File: src/rtl/sha256_msg_padder.sv
// SHA-256 message padder: packs a stream of 32-bit big-endian words into padded
// 512-bit blocks (0x80 terminator, zero fill, 64-bit bit length) for the core.
module sha256_msg_padder #(
   parameter int unsigned LEN_W = 64
) (
   input  logic         clk,
   input  logic         rst_n,
   input  logic         s_valid,
   output logic         s_ready,
   input  logic [31:0]  s_data,
   input  logic         s_last,
   input  logic [2:0]   s_nbytes,
   output logic         m_valid,
   input  logic         m_ready,
   output logic [511:0] m_block,
   output logic         m_first,
   output logic         m_last,
   output logic         busy
);

   localparam int unsigned WORDS = 16;

   typedef enum logic [1:0] {FILL, EMIT, EMIT_PRE, EXTRA} state_t;

   state_t                      state;
   logic [3:0]                  widx;
   logic [LEN_W-1:0]            bitlen;
   logic [WORDS-1:0][31:0]      blk;
   logic                        first_pend;
   logic                        pad_pend;

   logic [2:0]                  nb;
   logic [31:0]                 wdata;
   logic [3:0]                  widx_p1;
   logic [6:0]                  offs;
   logic [LEN_W-1:0]            bitlen_nxt;
   logic [63:0]                 len_field;
   logic                        fits;
   logic                        full_blk;
   logic [WORDS-1:0][31:0]      fill_blk;

   assign s_ready = (state == FILL);

   // Beat decode: byte count, masked word with terminator, and resulting block image
   always_comb begin
      nb = 3'd4;
      if (s_last && (s_nbytes < 3'd4)) nb = s_nbytes;

      wdata = '0;
      for (int b = 0; b < 4; b++) begin
         if (3'(b) < nb)
            wdata[31-8*b -: 8] = s_data[31-8*b -: 8];
         else if ((3'(b) == nb) && s_last)
            wdata[31-8*b -: 8] = 8'h80;
      end

      widx_p1    = widx + 4'd1;
      offs       = 7'({widx, 2'b00}) + 7'(nb);
      bitlen_nxt = bitlen + (LEN_W'(nb) << 3);
      len_field  = 64'(bitlen_nxt);
      fits       = (offs <= 7'd55);
      full_blk   = s_last && (offs == 7'd64);

      fill_blk         = blk;
      fill_blk[~widx]  = wdata;
      // A full final word leaves the terminator for the next word slot, if any
      if (s_last && (nb == 3'd4) && (widx != 4'd15))
         fill_blk[~widx_p1] = 32'h8000_0000;
      if (s_last && fits) begin
         fill_blk[1] = len_field[63:32];
         fill_blk[0] = len_field[31:0];
      end
   end

   // Control FSM with registered output stage
   always_ff @(posedge clk or negedge rst_n) begin
      if (!rst_n) begin
         state      <= FILL;
         widx       <= '0;
         bitlen     <= '0;
         blk        <= '0;
         first_pend <= 1'b1;
         pad_pend   <= 1'b0;
         m_valid    <= 1'b0;
         m_block    <= '0;
         m_first    <= 1'b0;
         m_last     <= 1'b0;
         busy       <= 1'b0;
      end else begin
         case (state)
            FILL: begin
               if (s_valid) begin
                  blk    <= fill_blk;
                  widx   <= widx_p1;
                  bitlen <= bitlen_nxt;
                  busy   <= 1'b1;
                  if (s_last || (widx == 4'd15)) begin
                     m_block <= fill_blk;
                     m_valid <= 1'b1;
                     m_first <= first_pend;
                  end
                  if (s_last) begin
                     if (fits) begin
                        m_last <= 1'b1;
                        state  <= EMIT;
                     end else begin
                        m_last   <= 1'b0;
                        pad_pend <= full_blk;
                        state    <= EMIT_PRE;
                     end
                  end else if (widx == 4'd15) begin
                     m_last <= 1'b0;
                     state  <= EMIT;
                  end
               end
            end
            EMIT: begin
               if (m_ready) begin
                  m_valid    <= 1'b0;
                  m_first    <= 1'b0;
                  m_last     <= 1'b0;
                  blk        <= '0;
                  widx       <= '0;
                  first_pend <= 1'b0;
                  if (m_last) begin
                     bitlen     <= '0;
                     first_pend <= 1'b1;
                     busy       <= 1'b0;
                  end
                  state <= FILL;
               end
            end
            EMIT_PRE: begin
               if (m_ready) begin
                  blk        <= '0;
                  widx       <= '0;
                  first_pend <= 1'b0;
                  m_block    <= {(pad_pend ? 32'h8000_0000 : 32'h0), 416'b0, 64'(bitlen)};
                  m_first    <= 1'b0;
                  m_last     <= 1'b1;
                  state      <= EXTRA;
               end
            end
            EXTRA: begin
               if (m_ready) begin
                  m_valid    <= 1'b0;
                  m_last     <= 1'b0;
                  bitlen     <= '0;
                  first_pend <= 1'b1;
                  pad_pend   <= 1'b0;
                  busy       <= 1'b0;
                  state      <= FILL;
               end
            end
            default: state <= FILL;
         endcase
      end
   end

endmodule
File: config.mk
export PLATFORM = sky130hd
export DESIGN_NAME = sha256_msg_padder
export DESIGN_NICKNAME = d
export VERILOG_FILES = /design/src/rtl/sha256_msg_padder.sv
export SDC_FILE = /design/constraint.sdc
export NUM_CORES = 2
export LEC_CHECK = 0
export ABC_CLOCK_PERIOD_IN_PS = 3650
export CAP_MARGIN = 15
export CORE_MARGIN = 4
export CORE_UTILIZATION = 51
export CTS_CLUSTER_SIZE = 24
export DETAILED_ROUTE_END_ITERATION = 8
export PLACE_DENSITY = 0.78
export SYNTH_ARGS = -nofsm -noshare
export SYNTH_HDL_FRONTEND = slang
export SYNTH_SLANG_ARGS = --single-unit
export TNS_END_PERCENT = 30
File: constraint.sdc
create_clock -name clk -period 3.65 [get_ports clk]
set_clock_uncertainty 0.05 [all_clocks]
set_input_delay 0.73 -clock clk [delete_from_list [all_inputs] [get_ports clk]]
set_output_delay 0.73 -clock clk [all_outputs]
set_load 0.1 [all_outputs]
## After elaboration in Yosys (flattened, before gate mapping)

Cells that the tools add are included.
W data, S select, Z words.

- Input bits: 40
- Word-level logic and storage cells: 158
- Output and inout port bits: 517
- Register bits: 1100

- $lt $le $gt $ge: 10
- Eq/ne operators: 21
- Reduce and logical (&&, ||, !) cells: 30
- Multiplexer cells: 63
- $add $sub $neg: 3
- Bitwise gates (word level): 5

Operator list:

| operator | count |
|---|---|
| $mux W512 | 6 |
| $pmux W512 S2 | 2 |
| $bwmux W512 | 1 |
| $and A496 B496 Y496 | 1 |
| $not A496 Y496 | 1 |
| $mux W64 | 5 |
| $demux W32 S4 | 2 |
| $pmux W64 S3 | 1 |
| $mux W32 | 3 |
| $add A64 B6 Y64 | 1 |
| $mux W8 | 8 |
| $reduce_and A4 Y1 | 5 |
| $mux W1 | 18 |
| $or A16 B16 Y16 | 1 |
| $mux W2 | 6 |
| $ne A2 B2 Y1 const B | 6 |
| $logic_and A1 B1 Y1 | 11 |
| $lt A4 B5 Y1 const B | 2 |
| $reduce_and A5 Y1 | 2 |
| $pmux W1 S3 | 3 |
| $ge A4 B1 Y1 const B | 2 |
| $mux W4 | 2 |
| $ne A2 B1 Y1 const B | 4 |
| $not A4 Y4 | 2 |
| 26 further kinds | 37 |

## Logic depth before layout (Yosys ltp)

- Depth in word-level cells: 14
- Mapped depth: 15
- Gate-level depth less buffers: 10

## Least setup slack after synthesis

Ideal clock, no wire load.

- Kind: in2reg
- From: in s_last
- To: reg m_block[16]
- Buffers on the path: 4
- Stages: 13
- Library setup time: 0.127 ns
- Setup slack: -0.224 ns
- Arrival time: 3.697 ns
- Path through: buf_4 and2b_1 inv_1 clkbuf_1 buf_2 ha_1 and3b_1 mux2i_2 buf_2 a21oi_1 xor2_1 a221oi_1 nor2_1

- Longest elaborated chain between the ends: 11
- Elaborated cells on any way between the ends: 21
- Classes of those cells: add/sub (2); order compare (2); eq/ne (2); mux (8); bitwise (1); reduce/logical (6)

Ends and longest elaborated chain:

| element | RTL line | text |
|---|---|---|
| start, declared | 11 | `input logic s_last,` |
| parallel branches: the longest is 11 deep, another holds $add A6 B3 Y7 | n/a |  |
| end signal, assigned | 98 | `m_block <= fill_blk;` |
| end signal, assigned | 138 | `m_block <= {(pad_pend ? 32'h8000_0000 : 32'h0), 416'b0, 64'(bitlen)};` |
| end, declared | 15 | `output logic [511:0] m_block,` |

Several ways; the timed one is not identified. The select of a mux whose other input is x is not followed.
A chain may end at the register's enable or synchronous reset.

## Worst setup path after layout

- From: reg m_block[10]
- To: out m_block[10]

No word-level cell between the ends.

==> impl_metrics.ini <==
[setup_path]
cpPeakStageDelay_ns = 1.19
required_ns = 2.87
crit_arrival_ns = 2.39
cp_slowest_cell = clkdlybuf4s50_1
crit_type = reg2out
crit_family = buffers and inverters
path_max_fanout = 3
path_depth = 1
cp-end-kind = output pin
crit_path_start_kind = flop
path_cells = clkdlybuf4s50_1
crit_buf_inv = 1
r2r_cells = 8

[synthesis]
synth_xor_area_share_pct = 0.682
synth.distinct_cells = 90
ys_seq_elements = 1097
yosysWarnings = 0
synth-edff-count = 0
synthMuxAreaShare_pct = 0.315
synth-compound-area-share_pct = 25.5
synthFlopType = dfrtp_1
synth_nets = 5389
async_flop_share_pct = 100
synth_top_family_by_area = compound AO/OA/AOI/OAI gates
ys_seq_area_share_pct = 54.8
yosys.area_share.simple_pct = 14.0
synthAdderAreaFrac_pct = 0.350
syn_inst = 5335
netlist_area_um2 = 50100
avgSynthCellArea_um2 = 9.38

[routing]
ant_nets = 0
drcViolationCount = 0
wl_per_cell_um = 26.5
wirelength_um = 188000
vias = 45900
dr.pass1.iters = 8
via_per_inst = 6.47
drtIter0Drc = 5799

[global_routing]
grt_pass1_vias = 43900
overflow = 0
antenna_found_initial = 11
grt_max_degree = 122
grt_busiest_layer = met2
grt_pass1_wl_um = 281000
track_usage_pct = 35.7
use_met1_pct = 47.9
use_met3_pct = 7.51
met2_usage_pct = 53.9

[die]
die_h_um = 321
core_um2 = 97000
rows = 114
fp.dieW_um = 321
start_util_pct = 51.6
ios = 557
die_area_um2 = 103000

[run_status]
status = finished, final reports clean

[timing]
setup_viol = 0
fin_tns_setup_ns = 0
finalHoldViolCount = 0
min_period_ns = 3.17
worst_pin_slew_ns = 1.23
max_freq_ghz = 0.315
post-route-period-util_pct = 86.9
fin_ws_ns = 0.480
slew_headroom_pct = 17.4
slew_violations = 0
rsz0062_at_grt = no

[final_layout]
num-fill-cells = 7572
multiInputGateArea_um2 = 20900
drive_above_1_share_pct = 10.7
regArea_um2 = 27500
fin_area_um2 = 62300
fin_nets = 5786
area_growth_pct = 24.5

[clock_tree]
clk_latency_ns = 0.70
clk_pin_slew_worst_paths_ns = 0.06
cts_max_path_buffers = 3
htreeDepth = 3
tritoncts = done
root_buffer = clkbuf_16
cts_buffers = 111
cts_sinks = 1097
cts_resized = 0

[placed_design]
hpwl_um = 120000
placed_area_um2 = 58400
place_congestion = 0.995
port_buffers = 556
pre_cts_ws_ns = -0.0725

[pwr]
finalPower_w = 0.0463
power_density_nw_per_um2 = 742
power.leakage_nw = 27.5
ir_drop_uv = 898

[hold_path]
min_path_type = reg2reg
hold_depth = 2

[flow_run]
cap_violations = 0
cells in the mapped netlist (21+ instances only):
library cell	count	area share, %
buf_2	42	0.42
o2bb2ai_1	57	1.0
o21a_1	21	0.31
clkbuf_1	437	3.3
inv_1	22	0.16
o21ai_0	538	5.4
o21ai_1	23	0.23
nand4_1	31	0.39
a21oi_1	510	5.1
o221ai_1	30	0.52
nand2_1	684	5.1
nor4_1	23	0.29
nor3_1	30	0.30
nor2_1	713	5.3
xnor2_1	25	0.44
and3_1	28	0.35
o211ai_1	28	0.42
a22o_1	450	7.9
o31ai_1	120	1.8
dfrtp_1	1096	55
buf_1	41	0.31
nand3_1	54	0.54
or3_1	32	0.40
cells in the final DEF (no fill, tap or decap), types with 50 or more instances in the layout:
master           netlist  routed
buf_12                 0      78
clkdlybuf4s50_1        0     483
nand3_1               54      50
nand2_1              684     664
clkbuf_16              0     113
o2bb2ai_1             57      57
buf_4                  4     249
o31ai_1              120     117
dfrtp_1             1096    1096
nor2_1               713     704
o21ai_0              538     534
a22o_1               450     450
a21oi_1              510     509
cells by family (layout without fill, tap and decap cells):
| kind of cell | count (synthesis) | in the layout |
|---|---|---|
| AO/OA/AOI/OAI | 1943 | 1943 |
| AND/OR/NAND/NOR | 1675 | 1675 |
| flip-flops | 1097 | 1097 |
| buffers and inverters | 552 | 1042 |
| XOR/XNOR | 39 | 39 |
| multiplexers | 15 | 15 |
| adder cells (fa/ha/maj) | 14 | 14 |
| other | 0 | 4 |
metal layers:
metal | part of all wire, % | vias to the layer above
met1 | 38 | 22700
li1 | - | 19800
met3 | 11 | 601
met2 | 44 | 2899
met4 | 7.1 | 4
met5 | 0.013 | -
repair_timing:
| action | 4_1_cts | 5_1_grt |
|---|---|---|
| hold endpoints to repair | 45 | 0 |
| setup buffers | 0 | 0 |
| hold buffers | 1 | 0 |
sequential cells by signal, indices dropped and copies added, names as in the netlist:
name,flops
widx,4
state,2
blk,512
m_first,1
pad_pend,1
m_last,1
m_valid,1
busy,1
first_pend,1
m_block,512
bitlen,61
power by group:
group          switching [W]  internal [W]  leakage, nW  total, W
registers            0.00101        0.0132         15.2    0.0142
clock network        0.00504       0.00722         1.95    0.0123
logic                 0.0154       0.00434         10.4    0.0198
total                 0.0215        0.0248         27.5    0.0463
stage by stage:
step / hold WS, ns / cells / utilization [%]
5_1_grt: 0.440 / 7102 / 64.2
3_3_place_gp: 0.409 / 6893 / 60.2
6_report: 0.428 / 7105 / 64.3
4_1_cts: 0.431 / 7100 / 64.2
3_5_place_dp: 0.416 / 6893 / 60.2
2_1_floorplan: 0.384 / 5335 / -
area by class of cell:
cell class	instances	share of cell area (%)
diodes	4	0.0161
clock buffers	158	5.24
clock inverters	48	1.07
inverters	23	0.139
multi-input cells	3686	33.6
flip-flops and latches	1097	44.0
well taps	1276	2.56
repair buffers	813	13.3
final timing paths:
path	start	endpoint	slack (ns)
max in group asynchronous	rst_n	bitlen[58]$_DFFE_PN0P_	1.87
hold reg to reg	m_block[312]$_DFFE_PN0P_	m_block[312]$_DFFE_PN0P_	0.43
setup / recovery	m_block[10]$_DFFE_PN0P_	m_block[10]	0.48
hold / removal	m_block[312]$_DFFE_PN0P_	m_block[312]$_DFFE_PN0P_	0.43
setup reg to reg	state[0]$_DFFE_PN0P_	widx[3]$_DFFE_PN0P_	0.61
min in group asynchronous	rst_n	blk[400]$_DFFE_PN0P_	0.52
Power figures use the tool's default switching activity.
